`config.mk`:
```
export PLATFORM = sky130hd
export DESIGN_NAME = fetch_unit
export DESIGN_NICKNAME = d
export VERILOG_FILES = /design/src/rtl/fetch_unit.sv
export SDC_FILE = /design/constraint.sdc
export NUM_CORES = 1
export LEC_CHECK = 0
export CAP_MARGIN = 25
export CELL_PAD_IN_SITES_DETAIL_PLACEMENT = 2
export CELL_PAD_IN_SITES_GLOBAL_PLACEMENT = 2
export CORE_UTILIZATION = 36
export DETAILED_ROUTE_END_ITERATION = 8
export GPL_TIMING_DRIVEN = 0
export PLACE_DENSITY = 0.83
export SLEW_MARGIN = 10
export SYNTH_ARGS = -nofsm -noshare
export SYNTH_HDL_FRONTEND = slang
export SYNTH_SLANG_ARGS = --single-unit
```
`constraint.sdc`:
```
create_clock -name clk_i -period 4.4 [get_ports clk_i]
set_input_delay 1.1 -clock clk_i [delete_from_list [all_inputs] [get_ports clk_i]]
set_output_delay 1.1 -clock clk_i [all_outputs]
set_load 0.02 [all_outputs]
```
`src/rtl/fetch_unit.sv`:
```
// Instruction-fetch stage: owns the PC, drives a req/ack instruction memory port
// and holds the IF/ID pipeline register plus a one-entry buffer for stalled returns.
module fetch_unit #(
  parameter int                    ADDR_WIDTH = 32,
  parameter int                    DATA_WIDTH = 32,
  parameter logic [ADDR_WIDTH-1:0] RESET_PC   = '0
) (
  input  logic                  clk_i,
  input  logic                  rst_n_i,
  input  logic                  pc_keep_i,
  input  logic                  if_id_keep_i,
  input  logic                  branch_taken_i,
  input  logic [ADDR_WIDTH-1:0] branch_target_i,
  output logic                  imem_req_o,
  output logic [ADDR_WIDTH-1:0] imem_addr_o,
  input  logic                  imem_ack_i,
  input  logic [DATA_WIDTH-1:0] imem_rdata_i,
  output logic [DATA_WIDTH-1:0] if_id_instr_o,
  output logic [ADDR_WIDTH-1:0] if_id_pc_o,
  output logic                  if_id_valid_o,
  output logic [1:0]            state_o
);

  // Handshake: imem_req_o is a registered level that stays high, with
  // imem_addr_o stable, until the memory returns a single-cycle imem_ack_i
  // carrying valid imem_rdata_i; an ack while imem_req_o is low is ignored.

  typedef enum logic [1:0] {
    IDLE = 2'd0,
    BUSY = 2'd1,
    KILL = 2'd2,
    HOLD = 2'd3
  } state_e;

  state_e                state_q, state_d;
  logic [ADDR_WIDTH-1:0] pc_q, pc_d;
  logic [ADDR_WIDTH-1:0] redir_q, redir_d;
  logic [DATA_WIDTH-1:0] buf_instr_q, buf_instr_d;
  logic [ADDR_WIDTH-1:0] buf_pc_q, buf_pc_d;
  logic                  req_q, req_d;
  logic [DATA_WIDTH-1:0] id_instr_q, id_instr_d;
  logic [ADDR_WIDTH-1:0] id_pc_q, id_pc_d;
  logic                  id_valid_q, id_valid_d;

  logic [ADDR_WIDTH-1:0] pc_plus4;
  logic [ADDR_WIDTH-1:0] target;
  state_e                next_fetch;
  logic                  unused_target_bits;

  assign pc_plus4           = pc_q + ADDR_WIDTH'(4);
  assign target             = {branch_target_i[ADDR_WIDTH-1:2], 2'b00};
  assign next_fetch         = pc_keep_i ? IDLE : BUSY;
  assign unused_target_bits = ^branch_target_i[1:0];

  always_comb begin
    state_d     = state_q;
    pc_d        = pc_q;
    redir_d     = redir_q;
    buf_instr_d = buf_instr_q;
    buf_pc_d    = buf_pc_q;
    id_instr_d  = id_instr_q;
    id_pc_d     = id_pc_q;
    id_valid_d  = id_valid_q;

    // A redirect always flushes IF/ID; otherwise an unstalled IF/ID takes a bubble
    // unless a state below loads it with a real instruction.
    if (branch_taken_i) begin
      id_instr_d = '0;
      id_valid_d = 1'b0;
    end else if (!if_id_keep_i) begin
      id_valid_d = 1'b0;
    end

    case (state_q)
      IDLE: begin
        if (branch_taken_i) pc_d = target;
        state_d = next_fetch;
      end
      BUSY: begin
        if (imem_ack_i) begin
          if (branch_taken_i) begin
            pc_d    = target;
            state_d = next_fetch;
          end else if (if_id_keep_i) begin
            buf_instr_d = imem_rdata_i;
            buf_pc_d    = pc_plus4;
            pc_d        = pc_plus4;
            state_d     = HOLD;
          end else begin
            id_instr_d = imem_rdata_i;
            id_pc_d    = pc_plus4;
            id_valid_d = 1'b1;
            pc_d       = pc_plus4;
            state_d    = next_fetch;
          end
        end else if (branch_taken_i) begin
          // The address must stay put until the ack, so park the target.
          redir_d = target;
          state_d = KILL;
        end
      end
      KILL: begin
        if (branch_taken_i) redir_d = target;
        if (imem_ack_i) begin
          pc_d    = branch_taken_i ? target : redir_q;
          state_d = next_fetch;
        end
      end
      HOLD: begin
        if (branch_taken_i) begin
          pc_d    = target;
          state_d = next_fetch;
        end else if (!if_id_keep_i) begin
          id_instr_d = buf_instr_q;
          id_pc_d    = buf_pc_q;
          id_valid_d = 1'b1;
          state_d    = next_fetch;
        end
      end
      default: state_d = IDLE;
    endcase

    req_d = (state_d == BUSY) || (state_d == KILL);
  end

  always_ff @(posedge clk_i or negedge rst_n_i) begin
    if (!rst_n_i) begin
      state_q     <= IDLE;
      pc_q        <= RESET_PC;
      redir_q     <= '0;
      buf_instr_q <= '0;
      buf_pc_q    <= '0;
      req_q       <= 1'b0;
      id_instr_q  <= '0;
      id_pc_q     <= '0;
      id_valid_q  <= 1'b0;
    end else begin
      state_q     <= state_d;
      pc_q        <= pc_d;
      redir_q     <= redir_d;
      buf_instr_q <= buf_instr_d;
      buf_pc_q    <= buf_pc_d;
      req_q       <= req_d;
      id_instr_q  <= id_instr_d;
      id_pc_q     <= id_pc_d;
      id_valid_q  <= id_valid_d;
    end
  end

  assign imem_req_o    = req_q;
  assign imem_addr_o   = pc_q;
  assign if_id_instr_o = id_instr_q;
  assign if_id_pc_o    = id_pc_q;
  assign if_id_valid_o = id_valid_q;
  assign state_o       = state_q;

endmodule

```
# Word level (Yosys, flattened, before mapping)
# Index checks and enable logic that the tools add are counted.
# op_classes
n_addsub	1
multipliers	0
div	0
magnitude_cmp	0
n_eq_ne	13
n_shift	0
n_mux	36
bitwise	1
reduce_logical	9
# ops
operator	n
$mux 32	17
$pmux 32 s2	3
$pmux 32 s3	1
$add 32x3->32 const B	1
$mux 2	7
$ne 2x2->1 const B	7
$pmux 2 s4	1
$eq 2x2->1 const B	3
$mux 1	6
$reduce_and 6->1	1
$eq 2x1->1 const B	2
$reduce_and 4->1	1
$reduce_bool 2->1	2
$reduce_and 3->1	1
$logic_not 2->1	1
$ne 2x1->1 const B	1
$pmux 1 s2	1
$reduce_and 2->1	1
$reduce_or 2->1	1
$logic_or 1x1->1	1
$not 1->1	1
# totals
regBits	196
latch_bits	0
ramBits	0
romBits	0
input_bits	70
out_inout_bits	100
wordCells	69
memories	0

# Logic depth before layout (Yosys ltp)
# Gate-level depths: netlist of the first run.
# depth
ltp_word	7
mapped_depth	10
mapped_depth_nobuf	7

# Worst setup path before layout of the first run
# OpenSTA, ideal clock, no wires.
# synth_path
kind	in2reg
startpoint	input port branch_taken_i
endpoint	register buf_instr_q[15]
setup_ns	0.125
t_arrival_ns	2.484
t_required_ns	4.275
path_slack_ns	1.791
cell_stages	7
n_path_buf	4
cell_sequence	clkbuf_1 nand2b_1 buf_2 nor2_1 buf_2 buf_2 mux2_2
# synth_via
elab_chain_cells	2
# synth_rtl
element	line	rtl
from (decl)	12	input logic branch_taken_i,
$not 1->1 (no source line)	-	
$reduce_and 4->1 (no source line)	-	
to (signal assigned)	141	buf_instr_q <= buf_instr_d;
to (decl)	38	logic [DATA_WIDTH-1:0] buf_instr_q, buf_instr_d;
# No other way between the ends.
# A chain may end at the register's enable or synchronous reset.

# Final worst setup path of the first run
# layout_path
startpoint	register state_q[0] (netlist: state_o[0])
endpoint	register pc_q[0] (netlist: imem_addr_o[0])
# layout_via
elab_chain_cells	4
elab_cells_between_ends	10
classes_between	eq/ne: 6; mux: 1; reduce/logical: 3
# layout_rtl
element	line	rtl
from (decl)	35	state_e state_q, state_d;
from (signal assigned)	138	state_q <= state_d;
$eq 2x2->1 / $logic_not 2->1 (equally long branches)	74	case (state_q)
$reduce_or 2->1 (no source line)	-	
$ne 2x1->1 (no source line)	-	
$reduce_and 3->1 (no source line)	-	
to (signal assigned)	139	pc_q <= pc_d;
to (decl)	36	logic [ADDR_WIDTH-1:0] pc_q, pc_d;
# Several ways; a longest one is shown, not always the timed one.

==> impl_metrics.json, run 1 <==
{
  "outcome": "completed",
  "postRouteAntennaNets": 0,
  "nets": 1163,
  "numClockSinks": 196,
  "synth-async-reset-ratio": 1.000,
  "ys_top_cells_by_area": "dfrtp_1 52%, mux2_2 7.9%, nand2_1 4.3%, o21ai_0 3.5%, nor2_1 3.0%",
  "p_leak_nw": 5.046,
  "fin_crit_ns": 3.167,
  "worstPathBufferInverterCount": 4,
  "root_buffer": "clkbuf_16",
  "crit_path_top_delay_cell": "o22ai_1",
  "yosys.area.top_type": "dfrtp_1",
  "cts_tree": "done",
  "p_total_w": 0.007123,
  "setup_viol": 0,
  "drc_errors": 0,
  "crit_path_end_kind": "register",
  "clock_latency_ns": 0.44,
  "path_delay_family": "buffers and inverters",
  "drive_above_1_share": 0.1326,
  "cts.repair.resized": 0,
  "cts.htree.levels": 4,
  "routed_wl_um": 33940,
  "numCtsBuffers": 17,
  "grt_pass1_vias": 8969,
  "firstDrtPassIters": 5,
  "gp_congestion": 0.7768,
  "via_count": 8071,
  "worstSetupPathType": "register to register",
  "die_h_um": 163.4,
  "cp.arrival_ns": 3.51,
  "finalHoldViolations": 0,
  "synth_ff_type": "dfrtp_1",
  "dpl.hpwl_um": 24270,
  "ys_warn_count": 0,
  "synth_area_sq_um": 9374,
  "tightest_slew_ns": 0.8491,
  "yosysSeqAreaShare": 0.5232,
  "grt_pass1_wl_um": 53340,
  "drv_cap": 0,
  "ir_drop_uv": 316.9,
  "synth-edff-count": 0,
  "syn_nets": 978,
  "synth.avg_cell_area_sq_um": 10.38,
  "grt_remaining_overflow": 0,
  "rsz0062_at_grt": "false",
  "hp-class": "register to register",
  "cts.clk_slew.worst_paths_ns": 0.08,
  "maxSlewViolCount": 0,
  "grt_max_degree": 94,
  "cts_setup_buffers": 0,
  "ff2ff_path_depth": 8,
  "dp_cells": 1399,
  "ys_types": 56,
  "powerDensity_nw_per_um2": 589.7,
  "hold_buffers": 0,
  "final_util": 0.4769,
  "clockBufferDepth": 2,
  "dieArea_sq_um": 26690,
  "dieWidth_um": 163.4,
  "whs_path_depth": 1,
  "path_depth": 8,
  "rows": 58,
  "fin_area_sq_um": 12080,
  "synth_top_area_share": 0.5232,
  "fin_crit_sh": 0.7197,
  "path_cells": "inv_1 -> ha_1 -> clkbuf_1 -> o22ai_1 -> clkbuf_1 -> buf_1 -> nand2_1 -> o21ai_0",
  "cp.required_ns": 4.75,
  "wl_per_cell_um": 23.70,
  "slew_headroom": 0.4339,
  "fin_cells": 1432,
  "via_per_inst": 5.636,
  "io_pins": 170,
  "crit_top_cell": "clkbuf_1",
  "cp_max_fo": 10,
  "coreArea_sq_um": 25330,
  "track_usage": 0.2649,
  "max_freq_mhz": 315.8,
  "critical_path.max_stage_delay_ns": 0.61,
  "start_util": 0.3701,
  "drtIter0Drc": 505,
  "ys_seq_elements": 196,
  "synth_cells": 903,
  "syn_to_final_growth_pct": 28.86,
  "skew_ns": 0.01296,
  "antenna_found_initial": 0,
  "dpl_cell_area_sq_um": 11490,
  "io_buffers": 164,
  "start_kind": "register"
}
==> metrics by stage <==
stage	hold WS, ns	TNS (ns)	worst slack [ns]
4_1_cts	0.4821	0	1.280
3_3_place_gp	0.4552	-1278.57	-6.542
3_5_place_dp	0.4641	0	1.084
2_1_floorplan	0.4406	0	1.791
6_report	0.4784	0	1.233
5_1_grt	0.5025	0	1.130
==> state kept, by name (all words and copies together), names as in the netlist <==
register / count
buf_pc_q: 32
state_o: 2
if_id_instr_o: 32
if_id_pc_o: 32
if_id_valid_o: 1
redir_q: 32
buf_instr_q: 32
imem_addr_o: 32
imem_req_o: 1
==> final timing paths <==
kind | endpoint | start | slack, ns
setup / recovery | imem_addr_o[0]$_DFFE_PN0P_ | state_o[0]$_DFF_PN0_ | 1.23
hold / removal | if_id_pc_o[17]$_DFFE_PN0P_ | if_id_pc_o[17]$_DFFE_PN0P_ | 0.48
setup reg to reg | imem_addr_o[0]$_DFFE_PN0P_ | state_o[0]$_DFF_PN0_ | 1.23
hold reg to reg | if_id_pc_o[17]$_DFFE_PN0P_ | if_id_pc_o[17]$_DFFE_PN0P_ | 0.48
max in group asynchronous | buf_pc_q[8]$_DFFE_PN0P_ | rst_n_i | 2.77
min in group asynchronous | redir_q[27]$_DFFE_PN0P_ | rst_n_i | 0.51
==> cell usage after synthesis (10+ instances only) <==
| cell type | n |
|---|---|
| xnor2_1 | 12 |
| o21ai_0 | 65 |
| buf_2 | 27 |
| dfrtp_1 | 196 |
| inv_1 | 12 |
| nand2_1 | 107 |
| a22o_1 | 31 |
| xor2_1 | 17 |
| clkbuf_1 | 38 |
| mux2_2 | 66 |
| a22oi_1 | 36 |
| nor2_1 | 76 |
| a221oi_1 | 16 |
| nand3_1 | 35 |
| o211ai_1 | 18 |
| a21oi_1 | 32 |
| a2bb2oi_1 | 10 |
==> cell families after synthesis <==
family	after synthesis	share of synthesized area
adder cells (fa/ha/maj)	5	0.006674
flip-flops	196	0.5232
multiplexers	74	0.08783
XOR/XNOR	29	0.02710
AO/OA/AOI/OAI	245	0.1815
buffers and inverters	85	0.03924
AND/OR/NAND/NOR	269	0.1344
==> cells in the final DEF, fill, tap and decap left out, types with 5 or more instances in the layout <==
cell             Yosys  final
a21oi_1             32     32
a221oi_1            16     16
a222oi_1             5      5
a22o_1              31     31
a22oi_1             36     36
a2bb2oi_1           10     10
a31oi_1              7      7
buf_1                5      5
buf_2               27     27
clkbuf_1            38     38
clkbuf_16            0     17
clkdlybuf4s50_1      0    163
clkinv_8             0      5
dfrtp_1            196    196
ha_1                 5      5
inv_1               12     12
inv_6                0      6
mux2_2              66     66
mux2i_1              8      8
nand2_1            107    107
nand2b_1             6      6
nand3_1             35     35
nand4_1              7      7
nor2_1              76     76
nor2b_1              9      9
nor3_1               7      7
o211ai_1            18     18
o21ai_0             65     65
xnor2_1             12     12
xor2_1              17     17
==> report_power, final <==
group,total [W],switching [W],internal (W),leakage (nW)
Sequential,0.00300,0.000561,0.00243,2.48
Clock,0.00157,0.000805,0.000762,0.285
Combinational,0.00256,0.00142,0.00114,2.28
==> cell type report <==
type                    instances  area, sq um
plain buffers                  73        322.8
fillers                      2649        13250
flip-flops and latches        196         4905
inverters                      12        45.04
clock buffers                  17        425.4
clock inverters                15        162.7
well taps                     330        412.9
multi-input cells             622         4101
diodes                          1        2.502
repair buffers                166         1702
==> per-layer routing <==
layer  wire length (um)  track usage
met5                  0            0
met4                454      0.07137
met3               1410      0.03911
met2              16660       0.4361
met1              15420       0.3624
==> worst register-to-register path, cell delays in order, from the launching register on <==
cell	delay, ns
dfrtp_1	0.45
inv_1	0.10
ha_1	0.30
clkbuf_1	0.21
o22ai_1	0.61
clkbuf_1	0.58
buf_1	0.59
nand2_1	0.12
o21ai_0	0.12
Power figures use the tool's default switching activity.
==> run 2, diff against run 1 <==
--- a/config.mk
+++ b/config.mk
@@ -8,10 +8,10 @@
 export CAP_MARGIN = 25
 export CELL_PAD_IN_SITES_DETAIL_PLACEMENT = 2
 export CELL_PAD_IN_SITES_GLOBAL_PLACEMENT = 2
-export CORE_UTILIZATION = 36
+export CORE_UTILIZATION = 30
 export DETAILED_ROUTE_END_ITERATION = 8
 export GPL_TIMING_DRIVEN = 0
-export PLACE_DENSITY = 0.83
+export PLACE_DENSITY = 0.74
 export SLEW_MARGIN = 10
 export SYNTH_ARGS = -nofsm -noshare
 export SYNTH_HDL_FRONTEND = slang
==> constraint.sdc (replaced) <==
create_clock -name clk_i -period 2.89 [get_ports clk_i]
set_input_delay 0.7225 -clock clk_i [delete_from_list [all_inputs] [get_ports clk_i]]
set_output_delay 0.7225 -clock clk_i [all_outputs]
set_load 0.02 [all_outputs]
==> impl_metrics.json, run 2 (same netlist as run 1, synthesis figures left out) <==
{
  "outcome": "completed",
  "root_buffer": "clkbuf_16",
  "cts.htree.levels": 4,
  "clockBufferDepth": 2,
  "clock_latency_ns": 0.45,
  "diodes": 0,
  "drive_above_1_share": 0.1395,
  "grt_pass1_wl_um": 52620,
  "mostFrequentLayoutCells": "196 x dfrtp_1, 163 x clkdlybuf4s50_1, 107 x nand2_1",
  "dpl.hpwl_um": 24520,
  "hp-class": "input port to async pin",
  "coreArea_sq_um": 30670,
  "cp_max_fo": 10,
  "wl_per_cell_um": 22.68,
  "setup_ws_ns": 0.2030,
  "numCtsBuffers": 17,
  "fin_crit_sh": 0.9298,
  "dp_slack_ns": -0.1901,
  "rows": 64,
  "cp.required_ns": 3.20,
  "cts.clk_slew.worst_paths_ns": 0.08,
  "dieWidth_um": 178.8,
  "numClockSinks": 196,
  "maxSlewViolCount": 0,
  "grt_pass1_vias": 8634,
  "dieArea_sq_um": 31960,
  "via_count": 8028,
  "start_kind": "register",
  "reg2reg_to": "buf_pc_q[11]$_DFFE_PN0P_",
  "dp_cells": 1465,
  "postRouteAntennaNets": 0,
  "fillers": 3264,
  "nets": 1166,
  "skew_ns": 0.01115,
  "track_usage": 0.2200,
  "via_per_inst": 5.352,
  "max_freq_mhz": 372.2,
  "final_common_cell": "dfrtp_1",
  "setup_viol": 0,
  "cts_tree": "done",
  "reg2reg_slack_ns": 0.20,
  "fin_cells": 1500,
  "powerDensity_nw_per_um2": 888.9,
  "grt_max_degree": 104,
  "crit_path_end_kind": "register",
  "drv_cap": 0,
  "p_leak_nw": 5.080,
  "drc_errors": 0,
  "io_pins": 170,
  "syn_to_final_growth_pct": 30.27,
  "slew_headroom": 0.4273,
  "gp_congestion": 0.7791,
  "start_util": 0.3056,
  "rr_startpoint": "state_o[1]$_DFF_PN0_",
  "die_h_um": 178.8,
  "firstDrtPassIters": 5,
  "hold_buffers": 0,
  "grt_remaining_overflow": 0,
  "io_buffers": 164,
  "ff2ff_path_depth": 8,
  "worstSetupPathType": "register to register",
  "drtIter0Drc": 431,
  "cp.arrival_ns": 2.99,
  "routed_wl_um": 34020,
  "ir_drop_uv": 447.9,
  "tightest_slew_ns": 0.8539,
  "fin_crit_ns": 2.687,
  "finalHoldViolations": 0,
  "antenna_found_initial": 0
}
-- run 2: cell count changes in the layout (fill, tap and decap cells not counted), sizes merged --
cell,delta
clkinv,-4
inv,+3
diode,-1
buf,+3
bufinv,+1
-- run 2: metal layers --
metal	share of wire	vias up	wire length, um	track usage
met5	0	-	0	0
met4	0.016	0	552	0.05756
met3	0.033	31	1124	0.03350
met2	0.49	165	16690	0.3521
met1	0.46	4204	15650	0.3087
li1	-	3628	-	-
-- run 2: what timing repair did --
item	CTS	global route
buffers inserted	0	3
pin swaps	1	1
setup endpoints to repair	26	4
gates resized for setup	3	3
cloned	0	0
-- run 2: through the flow --
stage          cell area, sq um  total power (W)   TNS (ns)  hold WS (ns)    util
6_report                  12210          0.01085          0       0.03386  0.3982
5_1_grt                   12210          0.01147  -0.004156      0.009434  0.3982
4_1_cts                   12170          0.01095          0       0.01485  0.3968
3_5_place_dp              11570         0.008448     -1.650        0.4623  0.3773
3_3_place_gp              11510         0.008249   -1536.74        0.4572  0.3753
2_1_floorplan              9374         0.006508          0        0.4269       -
-- run 2: worst max path at each step --
stage / cells after the start / slack [ns] / to / start
6_report: 8 / 0.20 / buf_pc_q[11]$_DFFE_PN0P_ / state_o[1]$_DFF_PN0_
3_3_place_gp: 1 / -7.86 / redir_q[27]$_DFFE_PN0P_ / rst_n_i
4_1_cts: 6 / 0.11 / if_id_pc_o[30]$_DFFE_PN0P_ / imem_addr_o[2]$_DFFE_PN0P_
2_1_floorplan: 7 / 0.66 / buf_instr_q[15]$_DFFE_PN0P_ / branch_taken_i
5_1_grt: 7 / -0.004 / imem_addr_o[5]$_DFFE_PN0P_ / state_o[1]$_DFF_PN0_
3_5_place_dp: 7 / -0.19 / imem_addr_o[21]$_DFFE_PN0P_ / state_o[0]$_DFF_PN0_
-- run 2: cell type report --
type | count | area, sq um | share of cell area
sequential | 196 | 4905 | 0.4016
multi-input combinational | 622 | 4119 | 0.3373
timing repair buffer | 169 | 1737 | 0.1422
tap | 396 | 495.5 | 0.04057
clock buffer | 17 | 425.4 | 0.03484
buffer | 73 | 325.3 | 0.02664
clock inverter | 15 | 160.2 | 0.01311
inverter | 12 | 45.04 | 0.003689
-- run 2: critical path, stage by stage (launching register included) --
cell and delay (ns):
dfrtp_1 0.44, inv_1 0.10, ha_1 0.28, nor2b_1 0.16
clkbuf_1 0.54, nand3_2 0.41, clkbuf_1 0.37, nand2_1 0.15
o21ai_0 0.09
-- run 2: power breakdown --
group | switching (W) | leakage, nW | internal (W) | total [W]
combinational | 0.00214 | 2.31 | 0.00174 | 0.00387
clock | 0.00121 | 0.289 | 0.00124 | 0.00244
sequential | 0.000829 | 2.48 | 0.00371 | 0.00454
